### config.mk
export PLATFORM = sky130hd
export DESIGN_NAME = md_seq_ctrl
export DESIGN_NICKNAME = d
export VERILOG_FILES = /design/src/rtl/md_ctrl_pkg.sv /design/src/rtl/md_timeout_counter.sv /design/src/rtl/md_seq_ctrl.sv
export SDC_FILE = /design/constraint.sdc
export NUM_CORES = 1
export LEC_CHECK = 0
export CORE_MARGIN = 3
export CORE_UTILIZATION = 35
export CTS_CLUSTER_SIZE = 12
export DETAILED_ROUTE_END_ITERATION = 10
export PLACE_DENSITY = 0.76
export SLEW_MARGIN = 20
export SYNTH_ARGS = -nofsm -noshare
export SYNTH_HDL_FRONTEND = slang
export SYNTH_SLANG_ARGS = --single-unit
### constraint.sdc
create_clock -name clock -period 1.7 [get_ports clock]
set_input_delay 0.34 -clock clock [delete_from_list [all_inputs] [get_ports clock]]
set_output_delay 0.34 -clock clock [all_outputs]
set_load 0.01 [all_outputs]
### src/rtl/md_ctrl_pkg.sv
// Shared encodings and helpers for the multiply/divide sequencing controller.
package md_ctrl_pkg;

  localparam logic [4:0]  OPC_RTYPE   = 5'b00000;
  localparam logic [4:0]  ALUOP_MUL   = 5'b00110;
  localparam logic [4:0]  ALUOP_DIV   = 5'b00111;

  localparam logic [4:0]  RSTATUS_REG = 5'd30;
  localparam logic [31:0] STATUS_MUL  = 32'd4;
  localparam logic [31:0] STATUS_DIV  = 32'd5;

  typedef enum logic [1:0] {
    IDLE,
    WAIT,
    DONE
  } md_state_e;

  // True when the instruction encodes an R-type mul or div.
  function automatic logic is_md_insn(input logic [4:0] opcode, input logic [4:0] aluop);
    return (opcode == OPC_RTYPE) && ((aluop == ALUOP_MUL) || (aluop == ALUOP_DIV));
  endfunction

endpackage

### src/rtl/md_timeout_counter.sv
// Cycle counter that bounds how long the sequencer waits on the mul/div unit.
module md_timeout_counter #(
  parameter  int unsigned MAX_CYCLES = 40,
  localparam int unsigned CNT_W      = $clog2(MAX_CYCLES + 1)
) (
  input  logic clock,
  input  logic reset,
  input  logic clear,
  input  logic enable,
  output logic tc
);

  logic [CNT_W-1:0] count_q;
  logic [CNT_W-1:0] count_d;

  // Next count: clear has priority over increment.
  always_comb begin
    count_d = count_q;
    if (clear) begin
      count_d = '0;
    end else if (enable) begin
      count_d = count_q + CNT_W'(1);
    end
  end

  // Count register.
  always_ff @(posedge clock or negedge reset) begin
    if (!reset) begin
      count_q <= '0;
    end else begin
      count_q <= count_d;
    end
  end

  assign tc = (count_q == CNT_W'(MAX_CYCLES - 1));

endmodule

### src/rtl/md_seq_ctrl.sv
// Sequences the shared multi-cycle mul/div unit for the X stage: latches
// operands, strobes the unit, stalls the front end, and injects the result
// (or an $rstatus exception write) into X/M for one cycle.
module md_seq_ctrl
  import md_ctrl_pkg::*;
#(
  parameter int unsigned MAX_CYCLES = 40
) (
  input  logic        clock,
  input  logic        reset,
  input  logic [31:0] insn_x,
  input  logic        valid_x,
  input  logic        flush,
  input  logic [31:0] op_a,
  input  logic [31:0] op_b,
  output logic        md_ctrl_mult,
  output logic        md_ctrl_div,
  output logic [31:0] md_op_a,
  output logic [31:0] md_op_b,
  input  logic [31:0] md_result,
  input  logic        md_exception,
  input  logic        md_ready,
  output logic        stall,
  output logic        busy,
  output logic        wb_valid,
  output logic [4:0]  wb_rd,
  output logic [31:0] wb_data
);

  md_state_e   state_q, state_d;
  logic        mult_q, mult_d;
  logic        div_q, div_d;
  logic [31:0] op_a_q, op_a_d;
  logic [31:0] op_b_q, op_b_d;
  logic [4:0]  rd_q, rd_d;
  logic        is_div_q, is_div_d;
  logic        wb_valid_q, wb_valid_d;
  logic [4:0]  wb_rd_q, wb_rd_d;
  logic [31:0] wb_data_q, wb_data_d;

  logic        detect;
  logic        first_wait;
  logic        cnt_clear;
  logic        cnt_en;
  logic        cnt_tc;
  logic        stall_c;
  logic        unused_insn_bits;

  // Only opcode, rd and ALUop fields of the instruction matter here.
  assign unused_insn_bits = ^{insn_x[21:7], insn_x[1:0]};

  assign detect = valid_x & is_md_insn(insn_x[31:27], insn_x[6:2]);

  // The start strobe is high exactly in the first WAIT cycle, so it doubles
  // as the marker for the cycle in which a stale md_ready must be ignored.
  assign first_wait = mult_q | div_q;

  md_timeout_counter #(
    .MAX_CYCLES(MAX_CYCLES)
  ) u_timeout (
    .clock  (clock),
    .reset  (reset),
    .clear  (cnt_clear),
    .enable (cnt_en),
    .tc     (cnt_tc)
  );

  // Next-state and registered-output logic; flush overrides everything.
  always_comb begin
    state_d    = state_q;
    mult_d     = 1'b0;
    div_d      = 1'b0;
    op_a_d     = op_a_q;
    op_b_d     = op_b_q;
    rd_d       = rd_q;
    is_div_d   = is_div_q;
    wb_valid_d = 1'b0;
    wb_rd_d    = wb_rd_q;
    wb_data_d  = wb_data_q;
    stall_c    = 1'b0;
    cnt_clear  = 1'b1;
    cnt_en     = 1'b0;

    case (state_q)
      IDLE: begin
        stall_c = detect & ~flush;
        if (detect && !flush) begin
          state_d  = WAIT;
          op_a_d   = op_a;
          op_b_d   = op_b;
          rd_d     = insn_x[26:22];
          is_div_d = (insn_x[6:2] == ALUOP_DIV);
          mult_d   = (insn_x[6:2] != ALUOP_DIV);
          div_d    = (insn_x[6:2] == ALUOP_DIV);
        end
      end

      WAIT: begin
        stall_c = 1'b1;
        if (md_ready && !first_wait) begin
          state_d = DONE;
          if (md_exception) begin
            wb_valid_d = 1'b1;
            wb_rd_d    = RSTATUS_REG;
            wb_data_d  = is_div_q ? STATUS_DIV : STATUS_MUL;
          end else begin
            wb_valid_d = (rd_q != 5'd0);
            wb_rd_d    = rd_q;
            wb_data_d  = md_result;
          end
        end else if (cnt_tc) begin
          state_d    = DONE;
          wb_valid_d = 1'b1;
          wb_rd_d    = RSTATUS_REG;
          wb_data_d  = is_div_q ? STATUS_DIV : STATUS_MUL;
        end else begin
          cnt_clear = 1'b0;
          cnt_en    = 1'b1;
        end
      end

      DONE: begin
        state_d = IDLE;
      end

      default: begin
        state_d = IDLE;
      end
    endcase

    if (flush) begin
      state_d    = IDLE;
      mult_d     = 1'b0;
      div_d      = 1'b0;
      wb_valid_d = 1'b0;
      wb_rd_d    = wb_rd_q;
      wb_data_d  = wb_data_q;
      cnt_clear  = 1'b1;
      cnt_en     = 1'b0;
    end
  end

  // State and output registers.
  always_ff @(posedge clock or negedge reset) begin
    if (!reset) begin
      state_q    <= IDLE;
      mult_q     <= 1'b0;
      div_q      <= 1'b0;
      op_a_q     <= '0;
      op_b_q     <= '0;
      rd_q       <= '0;
      is_div_q   <= 1'b0;
      wb_valid_q <= 1'b0;
      wb_rd_q    <= '0;
      wb_data_q  <= '0;
    end else begin
      state_q    <= state_d;
      mult_q     <= mult_d;
      div_q      <= div_d;
      op_a_q     <= op_a_d;
      op_b_q     <= op_b_d;
      rd_q       <= rd_d;
      is_div_q   <= is_div_d;
      wb_valid_q <= wb_valid_d;
      wb_rd_q    <= wb_rd_d;
      wb_data_q  <= wb_data_d;
    end
  end

  assign md_ctrl_mult = mult_q;
  assign md_ctrl_div  = div_q;
  assign md_op_a      = op_a_q;
  assign md_op_b      = op_b_q;
  assign stall        = stall_c;
  assign busy         = (state_q != IDLE);
  assign wb_valid     = wb_valid_q;
  assign wb_rd        = wb_rd_q;
  assign wb_data      = wb_data_q;

endmodule

# After elaboration in Yosys (flattened, before gate mapping)
# Cells that the tools add are included.
[word_totals]
ff_bits = 118
inputBits = 134
output_inout_bits = 106
elab_cells = 71
[op_classes]
n_addsub = 1
n_eq_ne = 7
muxes = 33
bitwise = 4
reduce_logical = 15
[op_table]
columns = ["op", "n"]
rows = [
  ["32-bit 2-to-1 mux", 3],
  ["1-bit 2-to-1 mux", 19],
  ["5-bit 2-to-1 mux", 3],
  ["6-bit 2-to-1 mux", 2],
  ["5-bit by 3-bit == test with 1-bit output (second input constant)", 2],
  ["2-bit 2-to-1 mux", 4],
  ["6-bit by 1-bit adder with 6-bit output (second input constant)", 1],
  ["6-bit == test (second input constant)", 1],
  ["2-bit nonzero test", 3],
  ["5-bit zero test", 1],
  ["5-bit by 3-bit != test with 1-bit output (second input constant)", 1],
  ["5-bit nonzero test", 1],
  ["4-bit != test (second input constant)", 1],
  ["2-bit case mux with 2 select lines", 1],
  ["2-bit AND reduction", 2],
  ["1-bit logical AND", 3],
  ["3-bit != test (second input constant)", 1],
  ["3-bit AND reduction", 1],
  ["1-bit AND", 2],
  ["2-bit by 1-bit == test with 1-bit output (second input constant)", 1],
  ["1-bit zero test", 2],
  ["2-bit zero test", 1],
  ["1-bit case mux with 2 select lines", 1],
  ["1-bit logical OR", 1],
  ["other kinds (2)", 2],
]

# Depth between registers and ports, before layout
[depth]
word_depth = 8
mapped_depth = 6
ltp_nobuf = 4

# Cells and area by module
# From an unflattened synthesis, not the netlist that was laid out.
[unflattened]
cells_unflattened = 352
area_unflattened_um2 = 4973.5
[by_module_without_submodules]
columns = ["module", "n_inst", "cells_per_inst", "area_per_inst_um2", "seq_area_each_um2"]
rows = [
  ["md_seq_ctrl", 1, 324, 4687.0, 2802.7],
  ["md_timeout_counter", 1, 28, 286.5, 150.1],
]

# Worst setup path before layout
# No wires, ideal clock.
[synth_timing]
kind = "register -> output"
start = "reg state_q[0]"
end = "out stall"
t_arrival_ns = 1.299
required_ns = 1.360
path_slack_ns = 0.061
path_stages_with_launch = 6
cell_sequence = "dfrtp_1 nor4b_1 nand4_1 buf_2 buf_2 o21ai_0"
[synth_between]
elab_chain_cells = 2
[synth_lines]
columns = ["item", "line_no", "text"]
rows = [
  ["start: declaration", "md_seq_ctrl.sv:30", "md_state_e state_q, state_d;"],
  ["start signal: assignment", "md_seq_ctrl.sv:157", "state_q <= state_d;"],
  ["2-bit by 1-bit == test with 1-bit output / 2-bit zero test (equally long branches)", "md_seq_ctrl.sv:84", "case (state_q)"],
  ["1-bit case mux with 2 select lines (*)", "md_seq_ctrl.sv:84", ""],
  ["end: declaration", "md_seq_ctrl.sv:23", "output logic stall,"],
]
# Every way passes the cells marked *; elsewhere a longest branch is shown, timed or not.

# Worst setup path in the final report
[layout_timing]
start = "in insn_x[28]"
end = "out stall"
[layout_between]
elab_chain_cells = 5
[layout_lines]
columns = ["item", "line_no", "text"]
rows = [
  ["start: declaration", "md_seq_ctrl.sv:11", "input logic [31:0] insn_x,"],
  ["5-bit zero test", "md_ctrl_pkg.sv:20", "return (opcode == OPC_RTYPE) && ((aluop == ALUOP_MUL) || (aluop == ALUOP_DIV));"],
  ["1-bit logical AND", "md_ctrl_pkg.sv:20", ""],
  ["1-bit AND", "md_seq_ctrl.sv:52", "assign detect = valid_x & is_md_insn(insn_x[31:27], insn_x[6:2]);"],
  ["1-bit AND", "md_seq_ctrl.sv:86", "stall_c = detect & ~flush;"],
  ["1-bit case mux with 2 select lines", "md_seq_ctrl.sv:84", ""],
]
# No other way between the ends.

==> metrics.cfg <==
[cells_and_area]
areaGrowthSynthToFinish_pct=80.8
nets=695
fin_cells=740
antenna_cells=0
fillCellCount=937
seq_area_um2=2950
layout-drive-gt1-share=0.267
multiInputGateArea_um2=1490
post-route-util=0.659
stdcell_area_um2=8050

[worst_hold_path]
hp-class=in2async

[clock_network]
cts_tree=built
cts_max_level=4
cts.sinks=118
clock_path_buffers=2
clk_pin_slew_ns=0.05
cts_root_buf=clkbuf_16
numCtsBuffers=17
insertion_delay_ns=0.40

[logic_synthesis]
syn-cell-area_um2=4450
yosys.cell_count.top_type=dfrtp_1
ys.warnings.count=0
yosysSeqAreaShare=0.663
synth_nets=425
synth.avg_cell_area_um2=15.4
synthTopCellsByArea=dfrtp_1 66%, mux2_2 18%, a22o_1 6.1%
synth_cells=290
ys_ff_latch=118
synth_edf_count=0
synth_ff_type=dfrtp_1
ys_types=28
synth_top_cell_by_area=dfrtp_1
synthArstFlopShare=1.00
yosys.area.top_type_share=0.663
synth_common_cells=118 x dfrtp_1, 72 x mux2_2, 31 x a22o_1, 10 x buf_2

[worst_setup_path]
critPathMaxFanout=2
crit_slowest_cell=clkdlybuf4s50_1
path_class=in2out
arrival_ns=1.39
cp-end-kind=output port
cpPeakStageDelay_ns=0.40
crit_chain=clkdlybuf4s50_1, nor4_1, nand4_1, o21ai_1, buf_2
worstSetupStartpointType=primary input
cp_data_required_time_ns=1.36

[detailed_routing]
wire_per_inst_um=17.9
wirelength_mm=13.2
avgViaCountPerCell=4.74
route.detailed.drc=0
ant_nets=0
via_count=3505
first_pass_iters=6
drt_iter0_drc=187

[pwr]
p_leak_nw=4.13
p_per_area_nw_per_um2=839
vdd_drop_max_mv=0.570
report.power.total_mw=6.76

[sta]
finalCritPeriodShare=1.02
timing.final.ws_setup_ns=-0.0331
fin_tns_setup_ns=-0.0436
skew_ns=0.00577
worst_pin_slew_ns=0.434
post-route-min-period_ns=1.73
relSlewSlack=0.710
max_freq_mhz=577
slew_violations=0
hold_viol=0
setup_viol=3
rsz0062_at_grt=true
hold_slack_ns=0.369

[placed_design]
dp_slack_ns=-0.632
place_inst=689
hpwl_mm=9.02
port_buffers=222
placed_cell_area_um2=7050
gp_congestion=0.741

[floorplan]
die_h_um=119
io_pins=240
start_util=0.365
core_um2=12200
die_area_um2=14100
num_rows=40
die-width_um=119

[outcome]
violations=negative setup slack
status=finished, violations left

[global_routing]
grt-ovfl-total=0
grt_pass1_vias=3917
track_usage=0.179
antenna_found_initial=0
grt_max_degree=56
grt_pass1_wl_mm=19.8

[run]
cap_violations=0

cell usage in the layout, fill, tap and decap left out, types with 2 or more instances in the layout:
master / n
buf_4: 28
a2bb2oi_1: 5
a22o_1: 31
or3b_4: 2
dlymetal6s2s_1: 22
dfrtp_1: 117
inv_1: 9
buf_6: 3
buf_12: 7
mux2_2: 72
nor2_1: 8
clkbuf_16: 22
nor4_1: 2
nor4bb_4: 2
xor2_1: 2
bufinv_16: 2
a2bb2oi_4: 2
clkdlybuf4s50_1: 193
dlygate4sd2_1: 4
nand2_1: 2
clkbuf_1: 7
nand3_1: 4
clkbuf_8: 4
final timing paths:
kind / start / end / slack (ns) / cells past startpoint
max reg2reg: md_ctrl_div / wb_data[30] / 0.03 / 6
max in group asynchronous: reset / wb_data[14] / 0.74 / 3
min reg2reg: wb_data[13] / wb_data[13] / 0.50 / 1
min: reset / wb_data[9] / 0.37 / 2
max: insn_x[28] / stall / -0.03 / 5
min in group clock: wb_data[13] / wb_data[13] / 0.50 / 1
per-layer routing:
| metal | share of wire | track usage | wire length, µm | vias to the layer above |
|---|---|---|---|---|
| met5 | 0 | 0 | 0 | - |
| met4 | 0.018 | 0.0695 | 238 | 0 |
| met3 | 0.085 | 0.0888 | 1120 | 19 |
| met2 | 0.52 | 0.298 | 6850 | 156 |
| met1 | 0.38 | 0.196 | 5030 | 1732 |
| li1 | - | - | - | 1598 |
critical path, delay by kind of cell:
kind / cells / cell delay, ns
simple gates: 2 / 0.41
buf+inv: 2 / 0.54
compound gates: 1 / 0.09
cell families after synthesis:
| kind of cell | synth area share |
|---|---|
| AOI/OAI and AO/OA | 0.0795 |
| xor gates and xnor gates | 0.00590 |
| adders and majority gates | 0.00281 |
| buffers and inverters | 0.0264 |
| DFF | 0.663 |
| muxes | 0.182 |
| and+or+nand+nor | 0.0405 |
state kept, by name, indices dropped and copies added, names as in the netlist, 2 cells and up:
name / count
md_op_b: 32
rd_q: 5
wb_data: 32
md_op_a: 32
state_q: 2
wb_rd: 5
u_timeout.count_q: 6
where the power goes:
part	internal, mW	switching [mW]	total (mW)	leakage (nW)
clock network	2.30	1.13	3.43	0.279
logic	0.326	0.146	0.472	2.23
registers	2.84	0.0148	2.86	1.62
final cells by class:
type | instances | area share
repair buffers | 265 | 0.347
flip-flops and latches | 118 | 0.367
clock buffers | 28 | 0.0629
clock inverters | 3 | 0.00808
inverters | 9 | 0.00420
well taps | 168 | 0.0261
multi-input cells | 149 | 0.185
timing repair:
action	4_1_cts	5_1_grt
setup endpoints to repair	79	130
gates cloned	1	5
pin swaps	5	4
hold buffers	1	0
endpoints found under the hold margin	16	0
gates resized for setup	31	23
setup buffers	8	6
Note: power is estimated with default switching activity, not from simulation.
